<file path="config.mk">
export PLATFORM = sky130hd
export DESIGN_NAME = median_seq_ctrl
export DESIGN_NICKNAME = d
export VERILOG_FILES = /design/src/rtl/median_pkg.sv /design/src/rtl/median_tap_gen.sv /design/src/rtl/median_seq_ctrl.sv
export SDC_FILE = /design/constraint.sdc
export NUM_CORES = 1
export LEC_CHECK = 0
export BUFFER_PORTS_ARGS = -buffer_cell sky130_fd_sc_hd__buf_2
export CELL_PAD_IN_SITES_DETAIL_PLACEMENT = 1
export CELL_PAD_IN_SITES_GLOBAL_PLACEMENT = 1
export CORE_UTILIZATION = 38
export CTS_CLUSTER_SIZE = 30
export DETAILED_ROUTE_END_ITERATION = 10
export PLACE_DENSITY = 0.82
export SYNTH_ARGS = -nofsm -noshare
export SYNTH_HDL_FRONTEND = slang
export SYNTH_SLANG_ARGS = --single-unit
</file>
<file path="constraint.sdc">
create_clock -name clk -period 3.45 [get_ports clk]
set_clock_uncertainty 0.1 [all_clocks]
set_input_delay 0.1725 -clock clk [delete_from_list [all_inputs] [get_ports clk]]
set_output_delay 0.1725 -clock clk [all_outputs]
set_load 0.01 [all_outputs]
</file>
<file path="src/rtl/median_pkg.sv">
`default_nettype none
// ============================================================================
//  Module      : median_pkg
//  Description : Shared types and constants for the median-filter sequencer.
//                Holds the FSM state enum, the tap count and the 3x3 window
//                offset tables. Tap t covers row offset DR[t], col offset DC[t].
//  Revision    : 1.0 - initial release
// ============================================================================
package median_pkg;

    typedef enum logic [2:0] {
        ST_IDLE  = 3'd0,
        ST_LOAD  = 3'd1,
        ST_PROC  = 3'd2,
        ST_DRAIN = 3'd3,
        ST_DONE  = 3'd4
    } state_t;

    localparam int TAP_NUM = 9;

    // Tap index = (dr+1)*3 + (dc+1)
    localparam int DR [TAP_NUM] = '{-1, -1, -1, 0, 0, 0, 1, 1, 1};
    localparam int DC [TAP_NUM] = '{-1,  0,  1,-1, 0, 1,-1, 0, 1};

endpackage
`default_nettype wire

</file>
<file path="src/rtl/median_tap_gen.sv">
`default_nettype none
// ============================================================================
//  Module      : median_tap_gen
//  Description : Walks every output pixel in raster order and issues its nine
//                3x3 window taps, one per cycle, while en is high. Keeps the
//                pixel base address incrementally (no multiplier), flags taps
//                that fall outside the image, and produces registered tap
//                tags aligned with the 1-cycle RAM read data.
//  Ports       : clk, rst_n   - clock, async active-low reset
//                clr          - synchronous clear of row/col/tap/base
//                en           - issue one tap this cycle
//                rd_en/rd_addr- RAM read strobe/address (held on padded taps)
//                tap_valid/tap_idx/tap_pad - tap tags, one cycle after issue
//                last_pix     - final tap of the final pixel is being issued
//  Revision    : 1.0 - initial release
// ============================================================================
module median_tap_gen
    import median_pkg::*;
#(
    parameter int WIDTH  = 410,
    parameter int DEPTH  = 361,
    parameter int ADDR_W = 18
) (
    input  logic              clk,
    input  logic              rst_n,
    input  logic              clr,
    input  logic              en,
    output logic              rd_en,
    output logic [ADDR_W-1:0] rd_addr,
    output logic              tap_valid,
    output logic [3:0]        tap_idx,
    output logic              tap_pad,
    output logic              last_pix
);

    logic [ADDR_W-1:0] r_row;
    logic [ADDR_W-1:0] r_col;
    logic [3:0]        r_tap;
    logic [ADDR_W-1:0] r_base;
    logic [ADDR_W-1:0] r_hold;
    logic              r_tap_valid;
    logic [3:0]        r_tap_idx;
    logic              r_tap_pad;

    int                w_dr;
    int                w_dc;
    logic [ADDR_W-1:0] w_addr;
    logic              w_pad;
    logic              w_last_tap;
    logic              w_last_col;
    logic              w_last_row;

    // Offset lookup through a compare loop keeps out-of-range tap codes harmless.
    always_comb begin
        w_dr = 0;
        w_dc = 0;
        for (int i = 0; i < TAP_NUM; i++) begin
            if (r_tap == 4'(i)) begin
                w_dr = DR[i];
                w_dc = DC[i];
            end
        end
    end

    // Row offsets are +/-WIDTH added to the running base; padding is detected
    // purely from edge position, so no row*WIDTH product is ever formed.
    always_comb begin
        w_addr = r_base;
        w_pad  = 1'b0;
        if (w_dr < 0) begin
            w_addr = w_addr - ADDR_W'(WIDTH);
            if (r_row == '0) w_pad = 1'b1;
        end else if (w_dr > 0) begin
            w_addr = w_addr + ADDR_W'(WIDTH);
            if (r_row == ADDR_W'(DEPTH-1)) w_pad = 1'b1;
        end
        if (w_dc < 0) begin
            w_addr = w_addr - 1'b1;
            if (r_col == '0) w_pad = 1'b1;
        end else if (w_dc > 0) begin
            w_addr = w_addr + 1'b1;
            if (r_col == ADDR_W'(WIDTH-1)) w_pad = 1'b1;
        end
    end

    assign w_last_tap = (r_tap == 4'(TAP_NUM-1));
    assign w_last_col = (r_col == ADDR_W'(WIDTH-1));
    assign w_last_row = (r_row == ADDR_W'(DEPTH-1));
    assign last_pix   = en & w_last_tap & w_last_col & w_last_row;

    assign rd_en   = en & ~w_pad;
    assign rd_addr = rd_en ? w_addr : r_hold;

    always_ff @(posedge clk or negedge rst_n) begin
        if (!rst_n) begin
            r_row  <= '0;
            r_col  <= '0;
            r_tap  <= '0;
            r_base <= '0;
        end else if (clr) begin
            r_row  <= '0;
            r_col  <= '0;
            r_tap  <= '0;
            r_base <= '0;
        end else if (en) begin
            if (w_last_tap) begin
                r_tap <= '0;
                if (last_pix) begin
                    r_row  <= '0;
                    r_col  <= '0;
                    r_base <= '0;
                end else begin
                    // Raster order: the next pixel's base is always base+1,
                    // including the wrap onto the next row.
                    r_base <= r_base + 1'b1;
                    if (w_last_col) begin
                        r_col <= '0;
                        r_row <= r_row + 1'b1;
                    end else begin
                        r_col <= r_col + 1'b1;
                    end
                end
            end else begin
                r_tap <= r_tap + 1'b1;
            end
        end
    end

    // Padded taps leave the RAM address bus untouched.
    always_ff @(posedge clk or negedge rst_n) begin
        if (!rst_n) begin
            r_hold <= '0;
        end else if (rd_en) begin
            r_hold <= w_addr;
        end
    end

    always_ff @(posedge clk or negedge rst_n) begin
        if (!rst_n) begin
            r_tap_valid <= 1'b0;
            r_tap_idx   <= '0;
            r_tap_pad   <= 1'b0;
        end else begin
            r_tap_valid <= en;
            r_tap_idx   <= en ? r_tap : 4'd0;
            r_tap_pad   <= en & w_pad;
        end
    end

    assign tap_valid = r_tap_valid;
    assign tap_idx   = r_tap_idx;
    assign tap_pad   = r_tap_pad;

endmodule
`default_nettype wire

</file>
<file path="src/rtl/median_seq_ctrl.sv">
`default_nettype none
// ============================================================================
//  Module      : median_seq_ctrl
//  Description : Frame sequencer for the median-filter path. Loads a raster
//                pixel stream into the frame RAM, then issues all 3x3 window
//                reads to the median core, then waits for every result and
//                raises finish.
//  Ports       : clk, rst_n            - clock, async active-low reset
//                start                 - begin a frame from IDLE or DONE
//                in_valid / in_ready   - source pixel handshake (LOAD only)
//                wr_en / wr_addr       - RAM write port
//                rd_en / rd_addr       - RAM read port
//                tap_valid/idx/pad     - tap tags aligned with RAM read data
//                med_valid             - median core result strobe
//                finish                - frame complete (level, in DONE)
//                proc_cycles           - PROC+DRAIN cycle count
//  Options     : MEDIAN_SEQ_PERF_EN    - build the proc_cycles counter;
//                                        otherwise proc_cycles is tied to 0
//  Revision    : 1.0 - initial release
// ============================================================================
module median_seq_ctrl
    import median_pkg::*;
#(
    parameter int WIDTH  = 410,
    parameter int DEPTH  = 361,
    parameter int ADDR_W = 18
) (
    input  logic              clk,
    input  logic              rst_n,
    input  logic              start,
    input  logic              in_valid,
    output logic              in_ready,
    output logic              wr_en,
    output logic [ADDR_W-1:0] wr_addr,
    output logic              rd_en,
    output logic [ADDR_W-1:0] rd_addr,
    output logic              tap_valid,
    output logic [3:0]        tap_idx,
    output logic              tap_pad,
    input  logic              med_valid,
    output logic              finish,
    output logic [31:0]       proc_cycles
);

    localparam int PIX_NUM = WIDTH * DEPTH;

    state_t            r_state;
    state_t            w_state_nxt;
    logic [ADDR_W-1:0] r_wr_addr;
    logic [ADDR_W:0]   r_res_cnt;
    logic [ADDR_W:0]   w_res_nxt;
    logic              w_clr;
    logic              w_accept;
    logic              w_count;
    logic              w_proc;
    logic              w_last_pix;

    assign w_clr     = start & ((r_state == ST_IDLE) | (r_state == ST_DONE));
    assign w_accept  = in_valid & (r_state == ST_LOAD);
    assign w_proc    = (r_state == ST_PROC);
    assign w_count   = med_valid & ((r_state == ST_PROC) | (r_state == ST_DRAIN));
    assign w_res_nxt = r_res_cnt + {{ADDR_W{1'b0}}, w_count};

    always_ff @(posedge clk or negedge rst_n) begin
        if (!rst_n) begin
            r_state <= ST_IDLE;
        end else begin
            r_state <= w_state_nxt;
        end
    end

    always_comb begin
        w_state_nxt = r_state;
        in_ready    = 1'b0;
        wr_en       = 1'b0;
        finish      = 1'b0;
        case (r_state)
            ST_IDLE: begin
                if (start) w_state_nxt = ST_LOAD;
            end
            ST_LOAD: begin
                in_ready = 1'b1;
                wr_en    = in_valid;
                if (w_accept && (r_wr_addr == ADDR_W'(PIX_NUM-1))) w_state_nxt = ST_PROC;
            end
            ST_PROC: begin
                if (w_last_pix) w_state_nxt = ST_DRAIN;
            end
            ST_DRAIN: begin
                // Includes this cycle's strobe so finish follows the last
                // result by exactly one cycle.
                if (w_res_nxt >= (ADDR_W+1)'(PIX_NUM)) w_state_nxt = ST_DONE;
            end
            ST_DONE: begin
                finish = 1'b1;
                if (start) w_state_nxt = ST_LOAD;
            end
            default: w_state_nxt = ST_IDLE;
        endcase
    end

    always_ff @(posedge clk or negedge rst_n) begin
        if (!rst_n) begin
            r_wr_addr <= '0;
            r_res_cnt <= '0;
        end else if (w_clr) begin
            r_wr_addr <= '0;
            r_res_cnt <= '0;
        end else begin
            if (w_accept) r_wr_addr <= r_wr_addr + 1'b1;
            if (w_count)  r_res_cnt <= w_res_nxt;
        end
    end

    assign wr_addr = r_wr_addr;

    median_tap_gen #(
        .WIDTH  (WIDTH),
        .DEPTH  (DEPTH),
        .ADDR_W (ADDR_W)
    ) u_tap_gen (
        .clk       (clk),
        .rst_n     (rst_n),
        .clr       (w_clr),
        .en        (w_proc),
        .rd_en     (rd_en),
        .rd_addr   (rd_addr),
        .tap_valid (tap_valid),
        .tap_idx   (tap_idx),
        .tap_pad   (tap_pad),
        .last_pix  (w_last_pix)
    );

`ifdef MEDIAN_SEQ_PERF_EN
    logic [31:0] r_proc_cycles;

    // Counts every PROC and DRAIN cycle, so it stops on DONE entry.
    always_ff @(posedge clk or negedge rst_n) begin
        if (!rst_n) begin
            r_proc_cycles <= '0;
        end else if (w_clr) begin
            r_proc_cycles <= '0;
        end else if ((r_state == ST_PROC) || (r_state == ST_DRAIN)) begin
            r_proc_cycles <= r_proc_cycles + 32'd1;
        end
    end

    assign proc_cycles = r_proc_cycles;
`else
    assign proc_cycles = 32'd0;
`endif

endmodule
`default_nettype wire

</file>
# [Word level (Yosys, flattened, before mapping)]
# Index checks and enable logic that the tools add are counted.
[totals] ff_bits=122 in_bits=5
[classes] addsub=10 magnitude_cmp=5 eq_ne=19 n_mux=60 bitwise_logic=11 reduce_logical=14
[ops] op="$mux W32" n=17
[ops] op="$mux W18" n=21
[ops] op="$add A18 B1 Y18 const B" n=5
[ops] op="$gt A32 B1 Y1 const B" n=2
[ops] op="$lt A32 B1 Y1 const B" n=2
[ops] op="$mux W19" n=2
[ops] op="$eq A18 B9 Y1 const B" n=2
[ops] op="$logic_not A18 Y1" n=2
[ops] op="$add A19 B1 Y19" n=1
[ops] op="$ge A19 B18 Y1 const B" n=1
[ops] op="$add A18 B9 Y18 const B" n=1
[ops] op="$eq A18 B18 Y1 const B" n=1
[ops] op="$sub A18 B1 Y18 const B" n=1
[ops] op="$sub A18 B9 Y18 const B" n=1
[ops] op="$eq A4 B3 Y1 const B" n=4
[ops] op="$mux W4" n=4
[ops] op="$mux W3" n=4
[ops] op="$pmux W3 S4" n=1
[ops] op="$mux W1" n=11
[ops] op="$and A1 B1 Y1" n=8
[ops] op="$eq A4 B2 Y1 const B" n=2
[ops] op="$reduce_bool A2 Y1" n=4
[ops] op="$eq A3 B2 Y1 const B" n=2
[ops] op="$ne A2 B1 Y1 const B" n=3
[ops] op="16 further kinds" n=17

# [Longest topological paths before layout]
# Gate-level depths: netlist (run 1).
[logic_depth] depth_word=19 depth_mapped=15

# [Modules after synthesis]
# A second synthesis (run 1) with hierarchy kept.
[hier_totals] cells_unflattened=896 area_unflattened_um2=7957.6
[by_module_without_submodules] mod="median_tap_gen" instances=1 cells_each=584 area_each_um2=5252.5 seq_area_each_um2=2052.0
[by_module_without_submodules] mod="median_seq_ctrl" instances=1 cells_each=312 area_each_um2=2705.1 seq_area_each_um2=1001.0

# [Least setup slack after synthesis (run 1)]
# OpenSTA, ideal clock, no wires.
[synth_path] path_kind="reg-to-reg" start="reg r_state[1]" end="reg r_state[0]" setup_time_ps=67 t_arrival_ps=3378 required_time_ps=3283 slack_ps=-95 stages_incl_launch_ff=16 n_path_buf=1 period_less_slack_ps=3545 cell_sequence="dfrtp_1 -> nor2b_1 -> nand2_1 -> inv_1 -> clkbuf_1 -> ha_1 -> ha_1 -> nand4_1 -> or3_1 -> nor3b_1 -> o21ai_0 -> a22o_1 -> a211o_1 -> a211oi_1 -> o21ai_0 -> nand2b_1"
[synth_via] elab_chain_len=7
[synth_lines] element="start, declared" line="median_seq_ctrl.sv:47" text="state_t r_state;"
[synth_lines] element="start signal, assigned" line="median_seq_ctrl.sv:68" text="r_state <= w_state_nxt;"
[synth_lines] element="$eq A3 B2 Y1 (on tied branches)" line="median_seq_ctrl.sv:60, median_seq_ctrl.sv:61, median_seq_ctrl.sv:77"
[synth_lines] element="$or A1 B1 Y1" line="median_seq_ctrl.sv:61" text="assign w_count = med_valid & ((r_state == ST_PROC) | (r_state == ST_DRAIN));"
[synth_lines] element="$and A1 B1 Y1" line="median_seq_ctrl.sv:61"
[synth_lines] element="$add A19 B1 Y19" line="median_seq_ctrl.sv:62" text="assign w_res_nxt = r_res_cnt + {{ADDR_W{1'b0}}, w_count};"
[synth_lines] element="$ge A19 B18 Y1" line="median_seq_ctrl.sv:92" text="if (w_res_nxt >= (ADDR_W+1)'(PIX_NUM)) w_state_nxt = ST_DONE;"
[synth_lines] element="$ne A2 B1 Y1 (no line)"
[synth_lines] element="$reduce_and A4 Y1 (no line)"
# Several ways; a longest one is shown, not always the timed one.
# A chain may end at the register's enable or synchronous reset.

# [Final worst setup path (run 1)]
[layout_path] start="reg u_tap_gen.r_tap[0]" end="out rd_addr[16]"
[layout_via] elab_chain_len=19
[layout_lines] element="start, declared" line="median_tap_gen.sv:38" text="logic [3:0] r_tap;"
[layout_lines] element="start signal, assigned" line="median_tap_gen.sv:124" text="r_tap <= r_tap + 1'b1;"
[layout_lines] element="branches (longest 18 deep; another with $gt A32 B1 Y1)"
[layout_lines] element="$mux W18 (*)"
[layout_lines] element="end, declared" line="median_seq_ctrl.sv:36" text="output logic [ADDR_W-1:0] rd_addr,"
# Mark *: on every way between the ends.

==> out/metrics.yaml, run 1 <==
status: "finished with violations"
failed_checks: "negative setup slack"
cpMostUsedCell: "o211ai_1"
worstMarginPinSlew_ps: 816
antenna_cells: 0
synth_edf_count: 0
design_area_um2: 10300
static-leakage-power_nw: 4.44
r2r_slack_ps: -80
synth_warnings: 0
grt_pass1_wl_um: 41800
path_cells: "inv_2 -> ha_2 -> nor2_2 -> o21a_4 -> buf_4 -> o21ai_0 -> o211ai_1 -> a21boi_4 -> a41oi_4 -> nor3_4 -> mux2i_1 -> o211ai_1 -> buf_2"
drt_drc_violations_left: 0
switching_power_uw: 847
coreArea_um2: 21200
postSynthAreaPerCell_um2: 8.67
cts_inserted_buffers: 17
cts_max_path_buffers: 2
arrival_ps: 3780
final.period_utilization_pct: 117
period_needed_ps: 4050
pwr-share-clk_pct: 54.4
wl_per_cell_um: 20.6
grt.total_usage_pct: 23.9
hold_end: "wr_addr[1]$_DFFE_PN0P_"
antenna_found_initial: 0
pin_count: 83
seq_power_share_pct: 42.2
reg2reg_to: "u_tap_gen.r_hold[16]$_DFF_PN0_"
grt_pass1_vias: 8046
top_layer_used: "met4"
hold_class: "in2reg"
ir_drop_mv: 0.305
netlist_instances: 949
cpLargestDelayFamily: "compound AO/OA/AOI/OAI gates"
crit_type: "reg2out"
dieHeight_um: 149
yosysUniqueCellTypes: 88
cts.sink_count: 122
viasPerCell: 5.85
hold_viol_final: 0
first_pass_iters: 5
vias: 7930
timing.hold.ws_ps: 52.6
clock_latency_ps: 430
cts_tree: "done"
ys_async_sr_fraction_pct: 100
wl_met2_um: 14200
cp_max_fo: 8
routed_wl_um: 28000
fp.dieW_um: 149
powerDensity_nw_per_um2: 337
seq_area_frac_synth_pct: 37.1
dieArea_um2: 22300
finalNetCount: 1092
timing.rr.start: "u_tap_gen.r_tap[0]$_DFFE_PN0P_"
cp-end-kind: "output pin"
gp_congestion: 0.864
wl_met1_um: 11600
tns_ps: -5870
grt_max_degree: 69
cap_violations: 0
timing.fmax_mhz: 247
ys_ff_latch: 122
ant_nets: 0
cts_root_buf: "clkbuf_16"
setup_ws_ps: -599
drtIter0Drc: 477
place_hpwl_um: 16500
place_area_um2: 8960
setup_viol: 20
rsz0062_at_grt: "true"
r2r_cells: 13
ys.flop_type: "dfrtp_1"
path_buf_inv: 3
synth_area_um2: 8230
drv_slew: 0
p_sw_share_pct: 24.4
start_kind: "flop"
slowest_stage: "dfrtp_2"
layout-area-overhead-vs-synth_pct: 24.9
cts_htree_levels: 4
grt_overflow_total: 0
p_int_mw: 2.62
slew_headroom_pct: 45.6
rows: 53
drive_gt1_share_pct: 24.5
worstHoldPathCells: 3
clk_pin_slew_ps: 60
portBuffers: 50
hp-start: "in_valid"
start_util_pct: 38.9
critPathRequiredTime_ps: 3180
cpPeakStageDelay_ps: 440
wl_met3_um: 1100
power_frac_comb_pct: 3.3
[state kept, by name, summed over array words and instances (netlist names)]
name	flops
u_tap_gen.r_row	18
wr_addr	18
u_tap_gen.tap_idx	4
u_tap_gen.r_tap	4
u_tap_gen.r_hold	18
u_tap_gen.tap_pad	1
r_res_cnt	19
u_tap_gen.tap_valid	1
u_tap_gen.r_col	18
r_state	3
u_tap_gen.r_base	18
[power by group through the flow]
| stage | sequential [mW] | clock, mW | combinational [mW] |
|---|---|---|---|
| after floorplan | 1.48 | 0 | 0.0953 |
| after global placement | 1.49 | 0 | 0.113 |
| after detailed placement | 1.49 | 0 | 0.116 |
| after CTS | 1.46 | 1.89 | 0.119 |
| after global routing | 1.47 | 1.96 | 0.134 |
| final | 1.46 | 1.89 | 0.116 |
[stage by stage]
step                      utilization (%)  power (mW)  setup WS (ps)  cells
after floorplan                         -        1.57           26.4    980
after global placement               42.4        1.60           79.0   1291
after detailed placement             42.4        1.60           -132   1291
after CTS                            46.9        3.48           -345   1339
after global routing                 48.6        3.57           -794   1356
final                                48.6        3.47           -599   1356
[worst register-to-register path, cell delays in order, from the launching register on]
cell	delay, ps
dfrtp_2	440
inv_2	100
ha_2	270
nor2_2	80
o21a_4	250
buf_4	200
o21ai_0	440
o211ai_1	320
a21boi_4	320
a41oi_4	180
nor3_4	200
mux2i_1	250
o211ai_1	140
buf_4	150
[what timing repair did]
item	4_1_cts	5_1_grt
cloned	0	3
hold buffers	2	0
hold endpoints to repair	55	0
pin swaps	18	20
resized for setup	51	38
setup endpoints to repair	19	22
buffers inserted	16	14
[layout make-up]
cell class	instances	area (µm²)
sequential	122	3060
tap	275	344
timing repair buffer	144	1060
clock buffer	19	433
multi-input combinational	761	5130
inverter	23	90.1
fill	2452	10900
clock inverter	12	166
[layout by cell type, fill, tap and decap left out, types with 4 or more instances in the layout]
cell,netlist,layout
buf_4,34,84
nand4_1,27,27
o21ai_1,3,15
o31ai_1,12,12
and2_1,14,14
xnor2_1,33,30
nor2_1,103,99
buf_6,5,4
a22o_1,5,5
a31oi_1,11,10
nor3b_1,5,5
or3_1,24,22
conb_1,1,32
or3_4,2,4
ha_1,18,13
buf_2,13,49
nor4_4,0,4
o22ai_1,4,4
nor2b_1,6,5
a21oi_1,35,34
xor2_1,42,42
a32oi_1,5,4
nand2_1,93,91
nand2b_1,10,10
ha_2,0,5
clkinv_4,0,4
a21o_1,7,7
inv_1,23,20
nor3_2,2,4
nor2_2,1,5
nand3_1,45,42
and3_1,15,15
clkbuf_16,0,20
nor3_1,30,26
nor4b_1,5,5
nor4_1,16,12
dfrtp_1,122,119
o21ai_0,71,57
[logic make-up after synthesis]
family,after synthesis,synth area share [%]
AND/OR/NAND/NOR,424,26.5
adder cells (fa/ha/maj),18,2.74
buffers and inverters,97,6.63
XOR/XNOR,80,9.11
flip-flops,122,37.1
other,1,0.0456
AO/OA/AOI/OAI,205,17.6
multiplexers,2,0.243
[cells in the mapped netlist (11+ instances only)]
master,n,area (µm²)
clkbuf_1,22,82.6
and2_1,14,87.6
o21ai_0,71,355
nor4_1,16,100
and3_1,15,93.8
nand2_1,93,349
nor2_1,103,387
inv_1,23,86.3
buf_2,13,65.1
ha_1,18,225
or3_1,24,150
o31ai_1,12,90.1
buf_4,34,255
nand4_1,27,169
dfrtp_1,122,3050
a21oi_1,35,175
nor3_1,30,150
nand3_1,45,225
xor2_1,42,368
xnor2_1,33,289
a31oi_1,11,68.8
[routing by layer]
metal | vias up | global-route usage, %
met5 | - | 0
met4 | 0 | 10.8
met3 | 90 | 4.43
met2 | 232 | 42.0
met1 | 4041 | 28.0
li1 | 3567 | -
[how the worst max path moves through the flow]
stage                              startpoint                     end  slack [ps]  depth (start not counted)
6_report       u_tap_gen.r_tap[0]$_DFFE_PN0P_             rd_addr[16]        -600                         13
4_1_cts        u_tap_gen.r_tap[1]$_DFFE_PN0P_             rd_addr[14]        -350                         15
3_5_place_dp   u_tap_gen.r_tap[1]$_DFFE_PN0P_             rd_addr[14]        -130                         11
3_3_place_gp   u_tap_gen.r_tap[0]$_DFFE_PN0P_             rd_addr[16]          80                         15
5_1_grt        u_tap_gen.r_tap[0]$_DFFE_PN0P_             rd_addr[10]        -790                         14
2_1_floorplan          r_state[1]$_DFFE_PN0P_  r_state[0]$_DFFE_PN0P_          30                         15
Note: power is estimated with default switching activity, not from simulation.
==> run 2: changes to the inputs <==
--- a/constraint.sdc
+++ b/constraint.sdc
@@ -4,2 +4,2 @@
 set_output_delay 0.1725 -clock clk [all_outputs]
-set_load 0.01 [all_outputs]
+set_load 0.005 [all_outputs]
==> out/metrics.yaml, run 2 (synthesized netlist as in run 1, its figures left out) <==
slew_headroom_pct: 22.1  # was 45.6%
grt.total_usage_pct: 23.2  # was 23.9%
powerDensity_nw_per_um2: 320  # was 337 nW/µm²
status: "finished with violations"  # unchanged
setup_viol: 21  # was 20
grt_max_degree: 62  # was 69
fp.dieW_um: 149  # unchanged
cts_inserted_buffers: 17  # unchanged
start_kind: "flop"  # unchanged
arrival_ps: 3830  # was 3780 ps
hold_viol_final: 0  # unchanged
crit_type: "reg2out"  # unchanged
timing.fmax_mhz: 244  # was 247 MHz
dieArea_um2: 22300  # unchanged
rsz0062_at_grt: "true"  # unchanged
drv_slew: 0  # unchanged
clk_pin_slew_ps: 60  # about the same
worstMarginPinSlew_ps: 1160  # was 816 ps
routed_wl_um: 29500  # was 28000 µm
drt_drc_violations_left: 0  # unchanged
path_buf_inv: 2  # was 3
dp_cells: 1285  # was 1291
top_register: "r_res_cnt"  # unchanged
path_cells: "inv_1 -> ha_1 -> and3b_1 -> o21bai_1 -> nor2_1 -> o311ai_2 -> nand4_1 -> or2_1 -> o41ai_4 -> nand3_1 -> a31o_1 -> buf_2"  # was inv_2 -> ha_2 -> nor2_2 -> o21a_4 -> buf_4 -> o21ai_0 -> o211ai_1 -> a21boi_4 -> a41oi_4 -> nor3_4 -> mux2i_1 -> o211ai_1 -> buf_2
place_hpwl_um: 16100  # was 16500 µm
rows: 53  # unchanged
grt_overflow_total: 0  # unchanged
grt_pass1_wl_um: 40900  # was 41800 µm
antenna_found_initial: 0  # unchanged
ant_nets: 0  # unchanged
viasPerCell: 5.92  # was 5.85
cp_max_fo: 5  # was 8
fin_util_pct: 49.6  # was 48.6%
hp-start: "in_valid"  # unchanged
first_pass_iters: 8  # was 5
cts_max_path_buffers: 2  # unchanged
r2r_slack_ps: -150  # was -80 ps
critPathRequiredTime_ps: 3180  # about the same
cts_root_buf: "clkbuf_16"  # unchanged
grt_pass1_vias: 7870  # was 8046
static-leakage-power_nw: 4.52  # was 4.44 nW
design_area_um2: 10500  # was 10300 µm²
layout_common_cells: "118 x dfrtp_1, 102 x nor2_1, 90 x nand2_1, 88 x buf_4, 57 x o21ai_0"  # was 119 x dfrtp_1, 99 x nor2_1, 91 x nand2_1, 84 x buf_4, 57 x o21ai_0
cpLargestDelayFamily: "compound AO/OA/AOI/OAI gates"  # unchanged
period_needed_ps: 4100  # was 4050 ps
finalNetCount: 1101  # was 1092
portBuffers: 50  # unchanged
layout-area-overhead-vs-synth_pct: 27.5  # was 24.9%
place_area_um2: 8930  # was 8960 µm²
cts_htree_levels: 4  # unchanged
failed_checks: "negative setup slack"  # unchanged
cts.sink_count: 122  # unchanged
dieHeight_um: 149  # unchanged
setup_ws_ps: -654  # was -599 ps
cap_violations: 0  # unchanged
wl_per_cell_um: 21.6  # was 20.6 µm
gp_congestion: 0.866  # was 0.864
antenna_cells: 0  # unchanged
pin_count: 83  # unchanged
timing.rr.start: "u_tap_gen.r_base[1]$_DFFE_PN0P_"  # was u_tap_gen.r_tap[0]$_DFFE_PN0P_
hold_class: "in2reg"  # unchanged
drive_gt1_share_pct: 25.8  # was 24.5%
drtIter0Drc: 588  # was 477
coreArea_um2: 21200  # unchanged
clock_latency_ps: 430  # about the same
layout_commonest_cell: "dfrtp_1"  # unchanged
cpPeakStageDelay_ps: 430  # was 440 ps
start_util_pct: 38.9  # unchanged
tns_ps: -7750  # was -5870 ps
cp-end-kind: "output pin"  # unchanged
final_cells: 1366  # was 1356
ir_drop_mv: 0.266  # was 0.305 mV
largest_register_ffs: 19  # unchanged
vias: 8088  # was 7930
startpoint: "u_tap_gen.r_base[1]$_DFFE_PN0P_"  # was u_tap_gen.r_tap[0]$_DFFE_PN0P_
final.period_utilization_pct: 119  # was 117%
cts_tree: "done"  # unchanged
p_total_mw: 3.35  # was 3.47 mW
slowest_stage: "dfrtp_1"  # was dfrtp_2
==> run 2: cell count changes in the layout (fill, tap and decap cells not counted), moves of 3 or more <==
cell	before	now
nor2_1	99	102
o21ai_2	2	5
nor2_2	5	1
clkinvlp_4	3	6
buf_4	84	88
buf_12	2	7
a21oi_1	34	31
a21oi_2	2	5
ha_4	0	5
o21ai_1	15	10
ha_2	5	1
==> run 2: layout make-up <==
cell class	instances	area (µm²)
inverter	23	92.6
clock inverter	12	116
multi-input combinational	761	5250
timing repair buffer	153	1170
clock buffer	20	457
tap	275	344
sequential	122	3060
fill	2436	10700
==> run 2: power breakdown <==
part | internal (mW) | switching (mW)
clock | 1.03 | 0.742
combinational | 0.0357 | 0.0748
sequential | 1.44 | 0.0230
==> run 2: tightest hold or removal path, stage by stage <==
cell and delay, ps:
buf_2 110, nand2_1 140, o21ai_0 100
==> run 2: per-stage QoR <==
step	setup WS [ps]	hold slack [ps]
after detailed placement	-44.1	252
after floorplan	26.4	-223
after global routing	-725	73.8
after global placement	81.4	231
after CTS	-356	42.1
final	-654	44.8
==> run 2: path summary, 6_finish.rpt <==
kind | to | depth (start not counted)
min in group asynchronous | u_tap_gen.tap_idx[0]$_DFF_PN0_ | 2
min | wr_addr[1]$_DFFE_PN0P_ | 3
max in group asynchronous | u_tap_gen.r_base[7]$_DFFE_PN0P_ | 3
min reg2reg | u_tap_gen.r_row[17]$_DFFE_PN0P_ | 1
max reg2reg | u_tap_gen.r_hold[14]$_DFF_PN0_ | 12
max | rd_addr[14] | 12
==> run 2: what timing repair did <==
| item | in CTS | in global routing |
|---|---|---|
| pin swaps | 18 | 18 |
| buffers inserted | 14 | 31 |
| hold buffers | 2 | 0 |
| endpoints found under the hold margin | 60 | 0 |
| gates cloned | 0 | 2 |
| resized for setup | 57 | 50 |
| setup endpoints to repair | 19 | 23 |
==> run 2: metal layers <==
metal  share of wire (%)  track usage (%)  up-vias
met2                  50             40.3      282
met3                 4.7             3.67      109
met1                  41             28.5     4106
met5                   0                0        -
met4                 4.3             9.13        0
li1                    -                -     3591
